--- src/rtl/serial_subtractor.sv ---
// Bit-serial unsigned subtractor: diff = a - b computed LSB first, one bit per clock,
// with a start/busy/done handshake. Results are held on diff/borrow until the next done.
module serial_subtractor #(
    parameter int WIDTH = 2
) (
    input  logic             CLK100MHZ,
    input  logic             CPU_RESETN,
    input  logic             start,
    input  logic [WIDTH-1:0] a,
    input  logic [WIDTH-1:0] b,
    output logic             busy,
    output logic             done,
    output logic [WIDTH-1:0] diff,
    output logic             borrow
);

    localparam int CNT_W = $clog2(WIDTH + 1);
    localparam logic [CNT_W-1:0] LAST = CNT_W'(WIDTH - 1);

    typedef enum logic [1:0] {
        IDLE  = 2'd0,
        SHIFT = 2'd1,
        DONE  = 2'd2
    } state_t;

    state_t           state;
    state_t           state_nxt;
    logic [WIDTH-1:0] a_sr;
    logic [WIDTH-1:0] b_sr;
    logic [WIDTH-1:0] part;
    logic             br;
    logic [CNT_W-1:0] cnt;
    logic             d_bit;
    logic             br_nxt;
    logic [WIDTH:0]   part_ext;
    logic             last_bit;

    // Full-subtractor cell: returns {borrow_out, difference_bit}.
    function automatic logic [1:0] sub_bit(input logic ak, input logic bk, input logic bi);
        logic d;
        logic bo;
        d  = ak ^ bk ^ bi;
        bo = (~ak & bk) | (~(ak ^ bk) & bi);
        return {bo, d};
    endfunction

    always_comb begin
        {br_nxt, d_bit} = sub_bit(a_sr[0], b_sr[0], br);
        // New bit enters from the MSB side so bit 0 ends up in the LSB after WIDTH shifts.
        part_ext = {d_bit, part};
        last_bit = (cnt == LAST);
    end

    always_comb begin
        state_nxt = state;
        case (state)
            IDLE:    if (start) state_nxt = SHIFT;
            SHIFT:   if (last_bit) state_nxt = DONE;
            DONE:    state_nxt = IDLE;
            default: state_nxt = IDLE;
        endcase
    end

    always_ff @(posedge CLK100MHZ or negedge CPU_RESETN) begin
        if (!CPU_RESETN) begin
            state  <= IDLE;
            a_sr   <= '0;
            b_sr   <= '0;
            part   <= '0;
            br     <= 1'b0;
            cnt    <= '0;
            diff   <= '0;
            borrow <= 1'b0;
        end else begin
            state <= state_nxt;
            case (state)
                IDLE: begin
                    if (start) begin
                        a_sr <= a;
                        b_sr <= b;
                        part <= '0;
                        br   <= 1'b0;
                        cnt  <= '0;
                    end
                end
                SHIFT: begin
                    a_sr <= a_sr >> 1;
                    b_sr <= b_sr >> 1;
                    part <= part_ext[WIDTH:1];
                    br   <= br_nxt;
                    cnt  <= cnt + CNT_W'(1);
                    // Outputs update only on the edge that enters DONE.
                    if (last_bit) begin
                        diff   <= part_ext[WIDTH:1];
                        borrow <= br_nxt;
                    end
                end
                default: ;
            endcase
        end
    end

    assign busy = (state != IDLE);
    assign done = (state == DONE);

endmodule

--- config.mk ---
export PLATFORM = sky130hd
export DESIGN_NAME = serial_subtractor
export DESIGN_NICKNAME = d
export VERILOG_FILES = /design/src/rtl/serial_subtractor.sv
export SDC_FILE = /design/constraint.sdc
export NUM_CORES = 1
export LEC_CHECK = 0
export BUFFER_PORTS_ARGS = -buffer_cell sky130_fd_sc_hd__buf_2
export CORE_AREA = 2 2 40 42
export DETAILED_ROUTE_END_ITERATION = 10
export DIE_AREA = 0 0 42 44
export PLACE_DENSITY_LB_ADDON = 0.25
export SYNTH_ARGS = -nofsm -noshare
export SYNTH_HDL_FRONTEND = slang
export SYNTH_SLANG_ARGS = --single-unit
export TNS_END_PERCENT = 50
--- constraint.sdc ---
create_clock -name CLK100MHZ -period 1.5 [get_ports CLK100MHZ]
set_input_delay 0 -clock CLK100MHZ [delete_from_list [all_inputs] [get_ports CLK100MHZ]]
set_output_delay 0 -clock CLK100MHZ [all_outputs]
set_load 0.02 [all_outputs]
==> metrics.txt <==
#FFs+latches synth 13; postcts setup bufs 0; Util after Layout 54.4%; GRT busiest layer met2; commonest non-fill, non-tap cell in the layout dfrtp_1; clk_lat worst skew 0.26 ns; Reg clk slew, reported paths 0.08 ns; DP Wirelength roughly 800 um; DP Area about 730 um^2; fin nets 77; Async S/R FF share, synth between 90% and 100%; CP Data Arrival Time 1.32 ns; Layout Skew 0.00736 ns; sequential share of power 39.6%; DRT Pass-1 Iters 2; Ys Warns 0; Initial Util between 40% and 50%; post-route cell area 772 um^2; RePlAce Congestion about 0.75; Mean Syn Cell Area between 10 and 15 um^2; Switching Fraction roughly two fifths; PnR worst setup slack around 0.18 ns; syn_nets 60; Area growth, synth to finish 16.0%; ANT cells 0; initial drt markers 1; share of layout cells above drive strength 1 a little over a third; pre-CTS setup slack about 0.21 ns; Worst-Margin Slew ~0.45 ns; final slew viol count 0; CP endpoint kind output port; CP startpoint kind flip-flop; clock sinks 13; row count 14; IO Count 12; CTS H-tree lvls 1; post-synthesis instance area between 600 and 700 um^2; Post-CTS Resized 0; Global Route met1 Usage a little under a fifth; Max Cap Viol 0; initial antenna violation count 0; ANT nets after route 0; Final Hold Vio Count 0; CP Class reg -> out; P_int between 1 and 1.5 mW; Yosys cell types 23; status complete, no violations; GR Util All Layers between 10% and 20%; beginning of the critical path state[1]; Mapped Cells 51; min Tclk post-route about 1.3 ns; total CTS buffers 3; predominant post-synthesis flop cell dfrtp_1; number of synthesized flops with an enable pin 0; Setup-failing EPs final 0; combinational power share about half; # DRC 0; DIE AREA about 1800 um^2; Reg-to-Reg Start b_sr[0]; RSZ-0062 raised after global routing false; Net Switching ~0.63 mW; Die W ~42 um; vias in the first global route slightly above 400; CP Capture Point busy; normalized max-slew margin about 70%; Vias ~420; Reg2Reg Capture Point diff[1]; post-DR wirelength/cell roughly 13 um; first-pass GRT wire length approximately 1800 um; VDD IR-drop max roughly 0.88 mV; Routed WL 1060 um; final worst-path cycle share about nine tenths; Power Density 2150 nW/um^2; CTS tree built; vias per inst approximately 5.1; M2 GR Usage 22.5%; global-route met3 utilization between 2 and 3%; GR Overflow Total 0; Hold Crit Class in -> reg; max frequency 757 MHz; register area share after synthesis between 40 and 50%; CTS max path bufs 2; core footprint 1420 um^2; most frequent cells in the layout dfrtp_1, buf_2, inv_1, nand2b_1; clock power share 12.2%; reg2reg setup slack around 0.2 ns; CP Max Fanout 7; Power Total between 1.5 and 2 mW; setup tns final 0 ns; R2R cell count 3; PortBufs 11; Pleak roughly 0.38 nW; root buffer cell clkbuf_4; pin count of the biggest net entering global routing 14; Die Height between 40 and 50 um; Critical Path RT roughly 1.5 ns
## what timing repair did
| action | 4_1_cts | 5_1_grt |
|---|---|---|
| hold buffers | 2 | 0 |
| hold endpoints to repair | 14 | 0 |
| endpoints found under the setup margin | 0 | 0 |
## layout make-up
class	instances	area [um^2]
inverter	7	26.3
fill	133	647
clock buffer	4	26.3
timing repair buffer	14	82.6
sequential	13	325
multi-input combinational	29	292
tap	16	20.0
## state kept, by name (all words and copies together), names as in the netlist
register  count
diff          2
borrow        1
br            1
state         2
b_sr          2
part          1
a_sr          2
cnt           2
## through the flow
| stage | hold slack (ns) | std cells |
|---|---|---|
| after floorplan | -0.296 | 51 |
| after global placement | -0.103 | 77 |
| after detailed placement | -0.0981 | 77 |
| after CTS | 0.0305 | 83 |
| after global routing | 0.0500 | 83 |
| final | 0.0348 | 83 |
## power by group through the flow
stage	Sequential [mW]	Combinational, mW	Clock [mW]
2_1_floorplan	0.667	0.652	0
3_3_place_gp	0.660	0.801	0
3_5_place_dp	0.670	0.804	0
4_1_cts	0.661	0.815	0.214
5_1_grt	0.690	0.871	0.233
6_report	0.657	0.800	0.202
## logic make-up after synthesis
| family | count (synthesis) | share of synthesized area, % |
|---|---|---|
| compound gates | 9 | 15.2 |
| fa+ha+maj | 2 | 4.89 |
| buf+inv | 9 | 7.33 |
| flops | 13 | 48.9 |
| mux | 4 | 7.14 |
| simple gates | 14 | 16.5 |
## how the worst min path moves through the flow
stage	from	endpoint	slack (ns)	depth (start not counted)
2_1_floorplan	CPU_RESETN	a_sr[0]	-0.30	0
4_1_cts	b[1]	b_sr[1]	0.03	3
5_1_grt	b[1]	b_sr[1]	0.05	3
6_report	b[1]	b_sr[1]	0.03	3
3_5_place_dp	CPU_RESETN	a_sr[1]	-0.1	1
3_3_place_gp	CPU_RESETN	a_sr[1]	-0.10	1
## critical path, cell delays in order, from the launching register on
cell     delay (ns)
dfrtp_1        0.45
buf_4          0.19
or2_1          0.25
buf_2          0.17
## metal layers
layer,part of all wire (%),routed length (um)
met1,46,488
met2,51,539
met3,1.7,18
met4,0.85,9
met5,0,0
## cells in the mapped netlist, types with 2 or more instances
cell type,instances,area share (%)
or2_1,2,1.9
nand2_1,2,1.1
nand2b_1,4,3.8
inv_1,7,3.9
nor4b_1,2,2.6
mux2_2,2,3.4
buf_6,2,3.4
dfrtp_1,13,49
o2bb2ai_1,3,3.9
Power figures use the tool's default switching activity.
